<file path="src/rtl/wb_axis_bridge.sv">
`timescale 1ns/1ps
`default_nettype none
// ============================================================================
// Module      : wb_axis_bridge
// Description : Wishbone classic slave that tunnels 16-bit accesses over a
//               byte-wide command/response AXI-Stream pair, with an address
//               shadow that compresses repeated or nearby addresses.
// Revision    : 1.0 - initial release
// ============================================================================
module wb_axis_bridge #(
    parameter int ADDR_WIDTH = 32,
    parameter int POSTINC    = 1
) (
    input  logic                  clk,
    input  logic                  rst_n,
    input  logic                  wb_cyc,
    input  logic                  wb_stb,
    input  logic                  wb_we,
    input  logic [ADDR_WIDTH-1:0] wb_addr,
    input  logic [15:0]           wb_data_write,
    output logic [15:0]           wb_data_read,
    output logic                  wb_ack,
    output logic                  wb_err,
    output logic                  m_axis_valid,
    input  logic                  m_axis_ready,
    output logic [7:0]            m_axis_data,
    input  logic                  s_axis_valid,
    output logic                  s_axis_ready,
    input  logic [7:0]            s_axis_data,
    output logic                  overflow
);

    localparam logic [7:0] c_postinc = (POSTINC != 0) ? 8'd1 : 8'd0;

    typedef enum logic [3:0] {
        IDLE     = 4'd0,
        CMD      = 4'd1,
        ADDR     = 4'd2,
        WDATA_HI = 4'd3,
        WDATA_LO = 4'd4,
        STATUS   = 4'd5,
        RDATA_LO = 4'd6,
        RDATA_HI = 4'd7,
        DONE     = 4'd8
    } state_t;

    state_t                r_state,      w_state_nxt;
    logic [1:0]            r_cnt,        w_cnt_nxt;
    logic                  r_we,         w_we_nxt;
    logic [15:0]           r_wdata,      w_wdata_nxt;
    logic [ADDR_WIDTH-1:0] r_addr,       w_addr_nxt;
    logic [1:0]            r_code,       w_code_nxt;
    logic [ADDR_WIDTH-1:0] r_shadow,     w_shadow_nxt;
    logic                  r_shadow_vld, w_shadow_vld_nxt;
    logic                  r_m_valid,    w_m_valid_nxt;
    logic [7:0]            r_m_data,     w_m_data_nxt;
    logic                  r_s_ready,    w_s_ready_nxt;
    logic [7:0]            r_rdata_lo,   w_rdata_lo_nxt;
    logic [15:0]           r_rdata,      w_rdata_nxt;
    logic                  r_ack,        w_ack_nxt;
    logic                  r_err,        w_err_nxt;
    logic                  r_ovf,        w_ovf_nxt;
    logic                  r_stat_ovf,   w_stat_ovf_nxt;
    logic                  r_abort,      w_abort_nxt;

    logic        w_req, w_accept, w_m_fire, w_s_fire, w_abort_now;
    logic        w_match_hi8, w_match_hi16;
    logic [1:0]  w_code_req, w_cnt_start;
    logic [31:0] w_addr32;
    logic [7:0]  w_addr_byte_cur, w_addr_byte_dec;
    logic        w_stat_proto, w_stat_good;
    logic        w_payload, w_finish, w_fin_good, w_fin_ovf;

    generate
        if (!(ADDR_WIDTH == 8 || ADDR_WIDTH == 16 || ADDR_WIDTH == 24 || ADDR_WIDTH == 32)) begin : g_bad_addr_width
            $error("wb_axis_bridge: ADDR_WIDTH must be 8, 16, 24 or 32");
        end
        if (ADDR_WIDTH > 8) begin : g_hi8
            assign w_match_hi8 = (wb_addr[ADDR_WIDTH-1:8] == r_shadow[ADDR_WIDTH-1:8]);
        end else begin : g_no_hi8
            assign w_match_hi8 = 1'b1;
        end
        if (ADDR_WIDTH > 16) begin : g_hi16
            assign w_match_hi16 = (wb_addr[ADDR_WIDTH-1:16] == r_shadow[ADDR_WIDTH-1:16]);
        end else begin : g_no_hi16
            assign w_match_hi16 = 1'b0;
        end
    endgenerate

    assign w_req       = wb_cyc && wb_stb;
    assign w_accept    = (r_state == IDLE) && w_req && !r_ack && !r_err;
    assign w_m_fire    = r_m_valid && m_axis_ready;
    assign w_s_fire    = r_s_ready && s_axis_valid;
    assign w_abort_now = r_abort || !w_req;

    assign w_addr32        = 32'(r_addr);
    assign w_addr_byte_cur = w_addr32[{r_cnt, 3'b000} +: 8];
    assign w_addr_byte_dec = w_addr32[{r_cnt - 2'd1, 3'b000} +: 8];

    assign w_stat_proto = (s_axis_data[0] != r_we) || (s_axis_data[7:4] != 4'd0) || s_axis_data[2];
    assign w_stat_good  = !w_stat_proto && !s_axis_data[1];

    always_comb begin
        if (!r_shadow_vld) begin
            w_code_req = 2'd3;
        end else if (wb_addr == r_shadow) begin
            w_code_req = 2'd0;
        end else if (w_match_hi8) begin
            w_code_req = 2'd1;
        end else if (w_match_hi16) begin
            w_code_req = 2'd2;
        end else begin
            w_code_req = 2'd3;
        end
    end

    // Address bytes go out MSB first; the counter names the byte still to send
    assign w_cnt_start = (w_code_req == 2'd3) ? 2'd3 : ((w_code_req == 2'd2) ? 2'd1 : 2'd0);

    always_comb begin
        w_state_nxt      = r_state;
        w_cnt_nxt        = r_cnt;
        w_we_nxt         = r_we;
        w_wdata_nxt      = r_wdata;
        w_addr_nxt       = r_addr;
        w_code_nxt       = r_code;
        w_shadow_nxt     = r_shadow;
        w_shadow_vld_nxt = r_shadow_vld;
        w_m_valid_nxt    = r_m_valid;
        w_m_data_nxt     = r_m_data;
        w_s_ready_nxt    = r_s_ready;
        w_rdata_lo_nxt   = r_rdata_lo;
        w_rdata_nxt      = r_rdata;
        w_stat_ovf_nxt   = r_stat_ovf;
        w_abort_nxt      = r_abort;
        w_ack_nxt        = 1'b0;
        w_err_nxt        = 1'b0;
        w_ovf_nxt        = 1'b0;
        w_payload        = 1'b0;
        w_finish         = 1'b0;
        w_fin_good       = 1'b0;
        w_fin_ovf        = 1'b0;

        if (r_state != IDLE && !w_req) begin
            w_abort_nxt = 1'b1;
        end

        case (r_state)
            IDLE: begin
                if (w_accept) begin
                    w_state_nxt   = CMD;
                    w_we_nxt      = wb_we;
                    w_wdata_nxt   = wb_data_write;
                    w_addr_nxt    = wb_addr;
                    w_code_nxt    = w_code_req;
                    w_cnt_nxt     = w_cnt_start;
                    w_abort_nxt   = 1'b0;
                    w_m_valid_nxt = 1'b1;
                    w_m_data_nxt  = {3'b000, w_code_req, c_postinc[0], wb_we, 1'b0};
                end
            end
            CMD: begin
                if (w_m_fire) begin
                    w_shadow_nxt     = r_addr;
                    w_shadow_vld_nxt = 1'b1;
                    if (r_code != 2'd0) begin
                        w_state_nxt  = ADDR;
                        w_m_data_nxt = w_addr_byte_cur;
                    end else begin
                        w_payload = 1'b1;
                    end
                end
            end
            ADDR: begin
                if (w_m_fire) begin
                    if (r_cnt != 2'd0) begin
                        w_cnt_nxt    = r_cnt - 2'd1;
                        w_m_data_nxt = w_addr_byte_dec;
                    end else begin
                        w_payload = 1'b1;
                    end
                end
            end
            WDATA_HI: begin
                if (w_m_fire) begin
                    w_state_nxt  = WDATA_LO;
                    w_m_data_nxt = r_wdata[7:0];
                end
            end
            WDATA_LO: begin
                if (w_m_fire) begin
                    w_state_nxt   = STATUS;
                    w_m_valid_nxt = 1'b0;
                    w_s_ready_nxt = 1'b1;
                end
            end
            STATUS: begin
                if (w_s_fire) begin
                    w_stat_ovf_nxt = s_axis_data[3];
                    if (w_stat_good && !r_we) begin
                        w_state_nxt = RDATA_LO;
                    end else begin
                        w_finish   = 1'b1;
                        w_fin_good = w_stat_good;
                        w_fin_ovf  = s_axis_data[3];
                    end
                end
            end
            RDATA_LO: begin
                if (w_s_fire) begin
                    w_rdata_lo_nxt = s_axis_data;
                    w_state_nxt    = RDATA_HI;
                end
            end
            RDATA_HI: begin
                if (w_s_fire) begin
                    w_rdata_nxt = {s_axis_data, r_rdata_lo};
                    w_finish    = 1'b1;
                    w_fin_good  = 1'b1;
                    w_fin_ovf   = r_stat_ovf;
                end
            end
            DONE: begin
                w_state_nxt = IDLE;
            end
            default: begin
                w_state_nxt = IDLE;
            end
        endcase

        if (w_payload) begin
            if (r_we) begin
                w_state_nxt  = WDATA_HI;
                w_m_data_nxt = r_wdata[15:8];
            end else begin
                w_state_nxt   = STATUS;
                w_m_valid_nxt = 1'b0;
                w_s_ready_nxt = 1'b1;
            end
        end

        // A dropped Wishbone request still completes the exchange and keeps
        // the shadow coherent with the remote; only the handshake is muted
        if (w_finish) begin
            w_state_nxt   = DONE;
            w_s_ready_nxt = 1'b0;
            w_ack_nxt     = w_fin_good && !w_abort_now;
            w_err_nxt     = !w_fin_good && !w_abort_now;
            w_ovf_nxt     = w_fin_ovf;
            if (w_fin_good) begin
                w_shadow_nxt[7:0] = r_shadow[7:0] + c_postinc;
            end else begin
                w_shadow_vld_nxt = 1'b0;
            end
        end
    end

    always_ff @(posedge clk or negedge rst_n) begin
        if (!rst_n) begin
            r_state      <= IDLE;
            r_cnt        <= 2'd0;
            r_we         <= 1'b0;
            r_wdata      <= 16'd0;
            r_addr       <= '0;
            r_code       <= 2'd0;
            r_shadow     <= '0;
            r_shadow_vld <= 1'b0;
            r_m_valid    <= 1'b0;
            r_m_data     <= 8'd0;
            r_s_ready    <= 1'b0;
            r_rdata_lo   <= 8'd0;
            r_rdata      <= 16'd0;
            r_ack        <= 1'b0;
            r_err        <= 1'b0;
            r_ovf        <= 1'b0;
            r_stat_ovf   <= 1'b0;
            r_abort      <= 1'b0;
        end else begin
            r_state      <= w_state_nxt;
            r_cnt        <= w_cnt_nxt;
            r_we         <= w_we_nxt;
            r_wdata      <= w_wdata_nxt;
            r_addr       <= w_addr_nxt;
            r_code       <= w_code_nxt;
            r_shadow     <= w_shadow_nxt;
            r_shadow_vld <= w_shadow_vld_nxt;
            r_m_valid    <= w_m_valid_nxt;
            r_m_data     <= w_m_data_nxt;
            r_s_ready    <= w_s_ready_nxt;
            r_rdata_lo   <= w_rdata_lo_nxt;
            r_rdata      <= w_rdata_nxt;
            r_ack        <= w_ack_nxt;
            r_err        <= w_err_nxt;
            r_ovf        <= w_ovf_nxt;
            r_stat_ovf   <= w_stat_ovf_nxt;
            r_abort      <= w_abort_nxt;
        end
    end

    assign wb_data_read = r_rdata;
    assign wb_ack       = r_ack;
    assign wb_err       = r_err;
    assign m_axis_valid = r_m_valid;
    assign m_axis_data  = r_m_data;
    assign s_axis_ready = r_s_ready;
    assign overflow     = r_ovf;

endmodule
`default_nettype wire

</file>
<file path="config.mk">
export PLATFORM = sky130hd
export DESIGN_NAME = wb_axis_bridge
export DESIGN_NICKNAME = d
export VERILOG_FILES = /design/src/rtl/wb_axis_bridge.sv
export SDC_FILE = /design/constraint.sdc
export NUM_CORES = 1
export LEC_CHECK = 0
export ABC_AREA = 1
export CAP_MARGIN = 20
export CORE_UTILIZATION = 26
export DETAILED_ROUTE_END_ITERATION = 7
export PLACE_DENSITY = 0.56
export SYNTH_ARGS = -nofsm -noshare
export SYNTH_HDL_FRONTEND = slang
export SYNTH_SLANG_ARGS = --single-unit
</file>
<file path="constraint.sdc">
create_clock -name clk -period 2.1 [get_ports clk]
set_input_delay 0.42 -clock clk [delete_from_list [all_inputs] [get_ports clk]]
set_output_delay 0.42 -clock clk [all_outputs]
set_load 0.02 [all_outputs]
</file>
# Word-level counts from Yosys, hierarchy flattened
# Cells that the tools add are included.
dict set report word_totals {
  ff_bits 129
  out_inout_bits 29
}
dict set report classes {
  n_addsub 2
  eq_ne 25
  n_shift 2
  muxes 71
  reduce_logical 36
}
# op count
set op_table {}
lappend op_table {{8-bit 2-to-1 mux} 12}
lappend op_table {{32-bit by 6-bit indexed part select with 8-bit output} 2}
lappend op_table {{4-bit 2-to-1 mux} 10}
lappend op_table {{1-bit 2-to-1 mux} 33}
lappend op_table {{32-bit equality test} 1}
lappend op_table {{4-bit inequality test (second input constant)} 8}
lappend op_table {{8-bit case mux with 4 select lines} 1}
lappend op_table {{4-bit case mux with 7 select lines} 1}
lappend op_table {{24-bit equality test} 1}
lappend op_table {{16-bit equality test} 1}
lappend op_table {{4-bit by 3-bit equality test with 1-bit output (second input constant)} 4}
lappend op_table {{2-bit 2-to-1 mux} 7}
lappend op_table {{1-bit logical AND} 11}
lappend op_table {{1-bit case mux with 2 select lines} 5}
lappend op_table {{2-bit AND reduction} 5}
lappend op_table {{9-bit AND reduction} 1}
lappend op_table {{8-bit by 1-bit adder with 8-bit output (second input constant)} 1}
lappend op_table {{4-bit by 2-bit equality test with 1-bit output (second input constant)} 2}
lappend op_table {{1-bit logical NOT} 8}
lappend op_table {{4-bit nonzero test} 2}
lappend op_table {{2-bit inequality test (second input constant)} 3}
lappend op_table {{2-bit nonzero test} 3}
lappend op_table {{2-bit equality test (second input constant)} 2}
lappend op_table {{4-bit by 1-bit equality test with 1-bit output (second input constant)} 1}
lappend op_table {{other kinds (9)} 11}

# Depth between registers and ports, before layout
# Gate-level depths: netlist (run 1).
dict set report logic_depth {
  word_depth 12
  depth_mapped 15
  depth_no_buf 13
}

# Least setup slack after synthesis (run 1)
# OpenSTA, ideal clock, no wires.
dict set report synth_path {
  kind {register -> register}
  start {register r_cnt[0]}
  end {register r_m_data[3] (netlist: m_axis_data[3])}
  setup_ns 0.116
  arrival_time_ns 1.960
  t_required_ns 1.984
  setup_slack_ns 0.023
  path_stages_with_launch 16
  period_less_slack_ns 2.077
  cell_sequence {dfrtp_1 > buf_2 > inv_1 > buf_1 > ha_1 > buf_2 > clkinv_1 > a21oi_1 > o21ai_0 > nand2_1 > a21oi_1 > nand2_1 > nor2_1 > nand2_1 > nand2_1 > nand2_1}
}
dict set report synth_between {
  elab_chain_len 7
  elab_cells_between_ends 14
  classes_between {add/sub (1); shift (2); mux (10); reduce/logical (1)}
}
# element line
set synth_lines {}
lappend synth_lines {{from (decl)} 48} ;# logic [1:0] r_cnt, w_cnt_nxt;
lappend synth_lines {{from (signal assigned)} 280} ;# r_cnt <= w_cnt_nxt;
lappend synth_lines {{2-bit by 1-bit subtractor with 2-bit output} 98} ;# assign w_addr_byte_dec = w_addr32[{r_cnt - 2'd1, 3'b000} +: 8];
lappend synth_lines {{32-bit by 6-bit indexed part select with 8-bit output} 98}
lappend synth_lines {{8-bit 2-to-1 mux} 176} ;# if (r_cnt != 2'd0) begin
lappend synth_lines {{8-bit 2-to-1 mux} 175} ;# if (w_m_fire) begin
lappend synth_lines {{8-bit case mux with 4 select lines} 148} ;# case (r_state)
lappend synth_lines {{8-bit 2-to-1 mux} 232} ;# if (r_we) begin
lappend synth_lines {{8-bit 2-to-1 mux *} 231} ;# if (w_payload) begin
lappend synth_lines {{named net w_m_data_nxt[3]} 56} ;# logic [7:0] r_m_data, w_m_data_nxt;
lappend synth_lines {{to (signal assigned)} 288} ;# r_m_data <= w_m_data_nxt;
lappend synth_lines {{to (decl)} 56}
# Mark *: on every way through the listed nets, which the timed path passes. The rest lies on a longest branch.
# A chain may end at the register's enable or synchronous reset.

# Worst setup path in the final report (run 1)
dict set report layout_path {
  start {register r_m_data[4] (netlist: m_axis_data[4])}
  end {output m_axis_data[4]}
}
# element line
set layout_lines {}
lappend layout_lines {{to (decl)} 26} ;# output logic [7:0] m_axis_data,
# No word-level cell between the ends.

==> results of run 1 <==
==> report_power, final <==
| group | total, uW | switching [uW] | internal [uW] |
|---|---|---|---|
| logic | 4990 | 3070 | 1920 |
| registers | 4330 | 852 | 3480 |
| clock network | 3360 | 1200 | 2160 |
==> through the flow <==
| step | power [uW] | TNS [ns] | instances | cell area (sq um) | utilization |
|---|---|---|---|---|---|
| 4_1_cts | 12780 | 0 | 1398 | 9009 | 0.3467 |
| 3_5_place_dp | 9337 | -0.2742 | 1365 | 8332 | 0.3206 |
| 5_1_grt | 13650 | 0 | 1398 | 9009 | 0.3467 |
| 3_3_place_gp | 9303 | -0.2884 | 1365 | 8332 | 0.3206 |
| 6_report | 12670 | 0 | 1398 | 9009 | 0.3467 |
| 2_1_floorplan | 7514 | 0 | 940 | 6857 | - |
==> Yosys cell counts <==
library cell	instances	share of area
xor2_1	6	0.0077
o211ai_1	13	0.014
nor2_1	43	0.024
a21oi_1	41	0.030
ha_1	2	0.0036
o21ai_2	2	0.0026
clkinv_1	2	0.0011
nand4_1	6	0.0055
o21ai_0	99	0.072
nor3_2	1	0.0015
nor3_1	6	0.0044
nand3_1	28	0.020
dfrtp_1	129	0.47
nand2_4	3	0.0049
buf_2	15	0.011
nor2_8	1	0.0029
buf_1	1	0.00055
buf_6	2	0.0033
o22ai_1	2	0.0018
nand2_1	331	0.18
inv_1	110	0.060
or2_2	3	0.0027
a21oi_2	2	0.0026
a31oi_1	4	0.0036
clkbuf_1	15	0.0082
nand2_2	10	0.0091
nor4_1	1	0.00091
inv_2	15	0.0082
nand3b_1	1	0.0011
nor2_4	4	0.0066
buf_4	1	0.0011
o21ai_1	35	0.026
xnor2_1	4	0.0051
nor2_2	2	0.0018
==> routing by layer <==
metal	up-vias	share of wire	global-route usage
li1	3198	-	-
met1	2882	0.47	0.2037
met2	135	0.46	0.2374
met3	28	0.042	0.02838
met4	0	0.024	0.07131
met5	-	0	0
==> cell usage in the layout (no fill, tap or decap), types with 3 or more instances in the layout <==
cell	instances
clkdlybuf4s50_1	90
dfrtp_1	129
inv_1	110
buf_12	5
a21oi_1	41
clkbuf_16	17
nand2_1	330
o21ai_0	99
a31oi_1	4
nor2_1	43
o21ai_1	35
nand2_2	11
o211ai_1	13
bufinv_16	5
nand3_1	28
xnor2_1	4
nand2_4	3
xor2_1	6
buf_4	29
inv_2	15
nand4_1	6
or2_2	3
nor3_1	6
inv_6	3
clkinv_4	5
nor2_4	4
==> kinds of logic (layout without fill, tap and decap cells) <==
kind of cell / after synthesis / after routing / share of synthesized area
fa+ha+maj: 2 / 2 / 0.003649
buf+inv: 161 / 284 / 0.09361
xor+xnor: 10 / 10 / 0.01277
flops: 129 / 129 / 0.4708
simple gates: 440 / 440 / 0.2666
compound gates: 198 / 198 / 0.1526
==> final timing paths <==
check / startpoint / to / slack (ns) / cells past startpoint
max: m_axis_data[4]$_DFF_PN0_ / m_axis_data[4] / 0.13 / 1
min: rst_n / wb_data_read[0]$_DFFE_PN0P_ / 0.45 / 2
max reg2reg: r_cnt[1]$_DFFE_PN0P_ / m_axis_data[7]$_DFF_PN0_ / 0.19 / 8
min reg2reg: wb_data_read[6]$_DFFE_PN0P_ / wb_data_read[6]$_DFFE_PN0P_ / 0.47 / 2
max in group asynchronous: rst_n / r_addr[7]$_DFFE_PN0P_ / 1.00 / 3
min in group clk: wb_data_read[6]$_DFFE_PN0P_ / wb_data_read[6]$_DFFE_PN0P_ / 0.47 / 2
==> sequential cells by signal, indices dropped and copies added (netlist names), 2 cells and up <==
| register | cells |
|---|---|
| wb_data_read | 16 |
| r_state | 4 |
| r_wdata | 16 |
| r_cnt | 2 |
| r_shadow | 32 |
| r_rdata_lo | 8 |
| r_addr | 32 |
| m_axis_data | 8 |
| r_code | 2 |
==> timing repair <==
action	in CTS	in global routing
setup buffers	0	0
hold buffers	1	0
setup endpoints to repair	0	0
hold endpoints to repair	25	0
==> area by class of cell <==
type	count	area, sq um	area share
Clock buffer	18	439.2	0.04875
Clock inverter	14	227.7	0.02528
Inverter	127	476.7	0.05292
Multi-Input combinational cell	650	2989	0.3318
Sequential cell	129	3228	0.3583
Tap cell	335	419.2	0.04653
Timing Repair Buffer	125	1229	0.1364
==> results.md, run 1 <==
* Capturing element type of the critical path: output pin
* Iteration-0 DRC Markers at 323
* Root buffer selected by CTS: clkbuf_16
* Number of fill cells in the layout at 2,712
* Mapped Area at 6857 sq um
* Maximum fanout count along the critical path at 5
* Maximum vdd ir drop at 0.0005974 V
* Number of H-tree levels at 4
* Core outline area at 25,980 sq um
* Number of clock sinks seen by CTS at 129
* Actual transition at the worst max-transition pin at 0.3878 ns
* Delay contributed by the slowest stage of the critical path at 0.66 ns
* Setup violations, final at 0
* CP Buf/Inv Count at 1
* Die X at 164.4 um
* Total GRT Usage at 0.1523
* DRC violation count after routing at 0
* Mean routed wirelength per cell at 14.00 um
* Leakage power at 0.004446 uW
* Outcome: finished, final reports clean
* Ports placed on the boundary at 92
* Unrepaired setup endpoints after global routing: false
* Arrival time reported for the critical path endpoint at 1.55 ns
* Worst rel slew slack at 0.7414
* Tmin final at 1.966 ns
* Via count of the first global-routing pass at 5,981
* Worst setup path category: reg -> out
* Count of max-cap constraint violations at 0
* Max Slew Vio Count at 0
* Achievable frequency at 508.6 MHz
* Number of warnings printed during yosys synthesis at 0
* Ratio of final minimum period to clock period at 0.9363
* Largest net degree at the start of global routing at 60
* Via density per instance at 4.466
* Layout cell share with drive strength beyond 1 at 0.1035
* Antenna fix cells at 0
* HP Class: in -> async
* CP Cell Sequence: clkdlybuf4s50_1
* Average cell area after synthesis at 7.294 sq um
* Critical-path top delay cell: clkdlybuf4s50_1
* Buffer depth of the longest clock path at 2
* TritonCTS clock tree: yes
* Cell Rows at 59
* Clock buffer count from CTS at 17
* Synthesis-stage register bit count at 129
* Post-place setup slack at -0.07132 ns
* Critical Path Start Type: flip-flop
* Total congestion overflow after global routing at 0
* Register clock-pin slew on the reported worst setup and hold paths at 0.06 ns
* Number of nets in the finished design at 1,115
* Power density normalized to cell area at 1407 nW/um^2
* Number of antenna-violating nets in the routed design at 0
* Final Routed Wirelength at 19.57 mm
* Post-Syn Instances at 940
* Hold violation total from the final report at 0
* Port Buffers at 91
* First-pass GRT wire length at 31.33 mm
* Library cells used by synthesis at 34
* Layout overhead on the synthesized area at 31.39%
* First-pass iteration count of the detailed router at 6
* Dpl hpwl at 14.47 mm
* Number of antenna violations at the first check in global routing at 0
* Worst path required time at 1.68 ns
* Smallest hold slack at 0.4548 ns
* Cell type group with the largest total delay on the critical path: buffers and inverters
* Vertical extent of the die at 164.4 um
* Setup Skew at 0.009454 ns
* Die outline area at 27,020 sq um
* Via count at 6,243
* Nets in the synthesized netlist at 1,005
* Placer Congestion at 0.8418
* Clock latency reported for the late side of the worst-skew pair at 0.42 ns
* Final worst setup slack at 0.1337 ns
* Number of cells upsized or downsized after cts at 0
* Starting utilization of the core area at 0.2639
* Part of the Yosys area used for sequential elements at 0.4708
(Power assumes the default switching activity.)
==> run 2, diff against run 1 <==
--- a/config.mk
+++ b/config.mk
@@ -7,9 +7,11 @@
 export LEC_CHECK = 0
 export ABC_AREA = 1
 export CAP_MARGIN = 20
+export CORE_MARGIN = 2
 export CORE_UTILIZATION = 26
 export DETAILED_ROUTE_END_ITERATION = 7
 export PLACE_DENSITY = 0.56
+export RECOVER_POWER = 25
 export SYNTH_ARGS = -nofsm -noshare
 export SYNTH_HDL_FRONTEND = slang
 export SYNTH_SLANG_ARGS = --single-unit
==> results.md, run 2 (synthesis gave the netlist of run 1 again) <==
* Hold violation total from the final report at 0 (unchanged)
* Count of max-cap constraint violations at 0 (unchanged)
* Max Slew Vio Count at 0 (unchanged)
* Number of H-tree levels at 4 (unchanged)
* Number of antenna violations at the first check in global routing at 0 (unchanged)
* Layout cell share with drive strength beyond 1 at 0.1092 (+0.005763)
* Root buffer selected by CTS: clkbuf_16
* Critical-path top delay cell: clkdlybuf4s50_1
* Cell Rows at 59 (unchanged)
* Worst R2R End: m_axis_data[3]$_DFF_PN0_
* Die outline area at 27,690 sq um (+2.4%)
* Via density per instance at 4.511 (+1.0%)
* HP Class: reg -> reg
* Worst path required time at 1.68 ns (about the same)
* TritonCTS clock tree: yes
* First-pass GRT wire length at 32.40 mm (+3.4%)
* Final Routed Wirelength at 19.82 mm (+1.3%)
* Critical Path Start Type: flip-flop
* Smallest hold slack at 0.4702 ns (+0.01541 ns)
* Setup total negative slack at 0 ns (unchanged)
* Worst rel slew slack at 0.1779 (-0.5635)
* Register clock-pin slew on the reported worst setup and hold paths at 0.06 ns (about the same)
* Capturing element type of the critical path: output pin
* Leakage power at 0.004446 uW (about the same)
* Setup Skew at 0.01019 ns (+0.0007371 ns)
* Number of fill cells in the layout at 2,763 (+1.9%)
* Cell type group with the largest total delay on the critical path: buffers and inverters
* First-pass iteration count of the detailed router at 5 (-1)
* Sequential cell area at 3228 sq um (unchanged)
* Dpl hpwl at 14.81 mm (+2.4%)
* Starting utilization of the core area at 0.2639 (unchanged)
* Total congestion overflow after global routing at 0 (unchanged)
* Power density normalized to cell area at 1394 nW/um^2 (-0.92%)
* Ratio of final minimum period to clock period at 0.9277 (-0.008651)
* Reg-to-reg startpoint: r_cnt[1]$_DFFE_PN0P_
* Iteration-0 DRC Markers at 400 (+24%)
* Number of clock sinks seen by CTS at 129 (unchanged)
* Buffer depth of the longest clock path at 2 (unchanged)
* Total GRT Usage at 0.1472 (-0.005124)
* FF-to-FF setup slack at 0.21 ns (+0.02 ns)
* Core outline area at 25,980 sq um (unchanged)
* Achievable frequency at 513.3 MHz (+0.93%)
* Worst setup path category: reg -> out
* Antenna fix cells at 0 (unchanged)
* Port Buffers at 91 (unchanged)
* Most frequent standard cell in the layout excluding fill and tap cells: nand2_1
* Number of antenna-violating nets in the routed design at 0 (unchanged)
* Ports placed on the boundary at 92 (unchanged)
* Leading cell types in the layout, fill and taps excluded: nand2_1, dfrtp_1, inv_1
* Logic depth of the worst register-to-register path at 12 (+4)
* Largest net degree at the start of global routing at 76 (+27%)
* Vertical extent of the die at 166.4 um (+1.2%)
* Filler-free cell count of the finished design at 1,406 (+0.57%)
* Maximum vdd ir drop at 0.0005616 V (-6.0%)
* CP Cell Sequence: clkdlybuf4s50_1
* Worst hold path stage count at 2
* Via count of the first global-routing pass at 6,169 (+3.1%)
* Outcome: finished, final reports clean
* Via count at 6,342 (+1.6%)
* Endpoint of the worst hold-timing path: wb_data_read[3]$_DFFE_PN0P_
* Maximum fanout count along the critical path at 5 (unchanged)
* Mean routed wirelength per cell at 14.10 um (+0.70%)
* Actual transition at the worst max-transition pin at 1.233 ns (+0.8453 ns)
* CP Buf/Inv Count at 1 (unchanged)
* Placer Congestion at 0.8398 (-0.24%)
* Launch point of the worst hold path: wb_data_read[3]$_DFFE_PN0P_
* Delay contributed by the slowest stage of the critical path at 0.65 ns (about the same)
* Tmin final at 1.948 ns (-0.01817 ns)
* Clock buffer count from CTS at 17 (unchanged)
* Placed Cells incl. Taps at 1,373 (+0.59%)
* Layout overhead on the synthesized area at 31.00%
* Unrepaired setup endpoints after global routing: false
* Clock latency reported for the late side of the worst-skew pair at 0.43 ns (about the same)
* Arrival time reported for the critical path endpoint at 1.53 ns (-0.02 ns)
* DRC violation count after routing at 0 (unchanged)
* Area of the multi-input gates at 2989 sq um (unchanged)
* Die X at 166.4 um (+1.2%)
* Top Registers: r_addr (32), r_shadow (32)
* Setup violations, final at 0 (unchanged)
* Number of nets in the finished design at 1,123 (+0.72%)
[run 2: through the flow]
step                      utilization  total power, uW  worst slack, ns  cell area (sq um)
after floorplan                     -             7514          0.02322               6857
after global placement         0.3220             9258         -0.07171               8367
after detailed placement       0.3220             9331         -0.08761               8367
after CTS                      0.3469            12610           0.1146               9014
after global routing           0.3457            13510          0.01512               8982
final                          0.3457            12520           0.1519               8982
[run 2: final cells by class]
cell class	count	area share
well taps	335	0.04666
repair buffers	133	0.1372
clock inverters	13	0.02048
multi-input cells	650	0.3328
clock buffers	19	0.05042
flip-flops and latches	129	0.3594
inverters	127	0.05307
[run 2: worst max path at each step]
stage                                   from                        to  slack, ns  cells after the start
floorplan               r_cnt[0]$_DFFE_PN0P_  m_axis_data[3]$_DFF_PN0_       0.02                     15
global placement                 wb_addr[17]  m_axis_data[4]$_DFF_PN0_      -0.07                     13
detailed placement               wb_addr[17]  m_axis_data[4]$_DFF_PN0_      -0.09                     13
CTS                 m_axis_data[4]$_DFF_PN0_            m_axis_data[4]       0.11                      1
global route            r_cnt[1]$_DFFE_PN0P_  m_axis_data[3]$_DFF_PN0_       0.02                     12
finish              m_axis_data[4]$_DFF_PN0_            m_axis_data[4]       0.15                      1
[run 2: what timing repair did]
item	4_1_cts	5_1_grt
endpoints found under the setup margin	0	0
gates resized for setup	0	0
buffers inserted	0	0
hold buffers	1	0
hold endpoints to repair	7	0
[run 2: where the power goes]
| group | internal (uW) | leakage, uW | total, uW | switching, uW |
|---|---|---|---|---|
| registers | 3480 | 0.00163 | 4300 | 824 |
| logic | 1900 | 0.00251 | 5010 | 3110 |
| clock network | 2050 | 0.000305 | 3210 | 1160 |
| total | 7420 | 0.00445 | 12500 | 5100 |
[run 2: per-layer routing]
| layer | vias up | GRT usage | part of all wire |
|---|---|---|---|
| met5 | - | 0 | 0 |
| met3 | 26 | 0.02884 | 0.037 |
| met2 | 154 | 0.2361 | 0.47 |
| li1 | 3212 | - | - |
| met1 | 2950 | 0.1985 | 0.48 |
| met4 | 0 | 0.05135 | 0.022 |
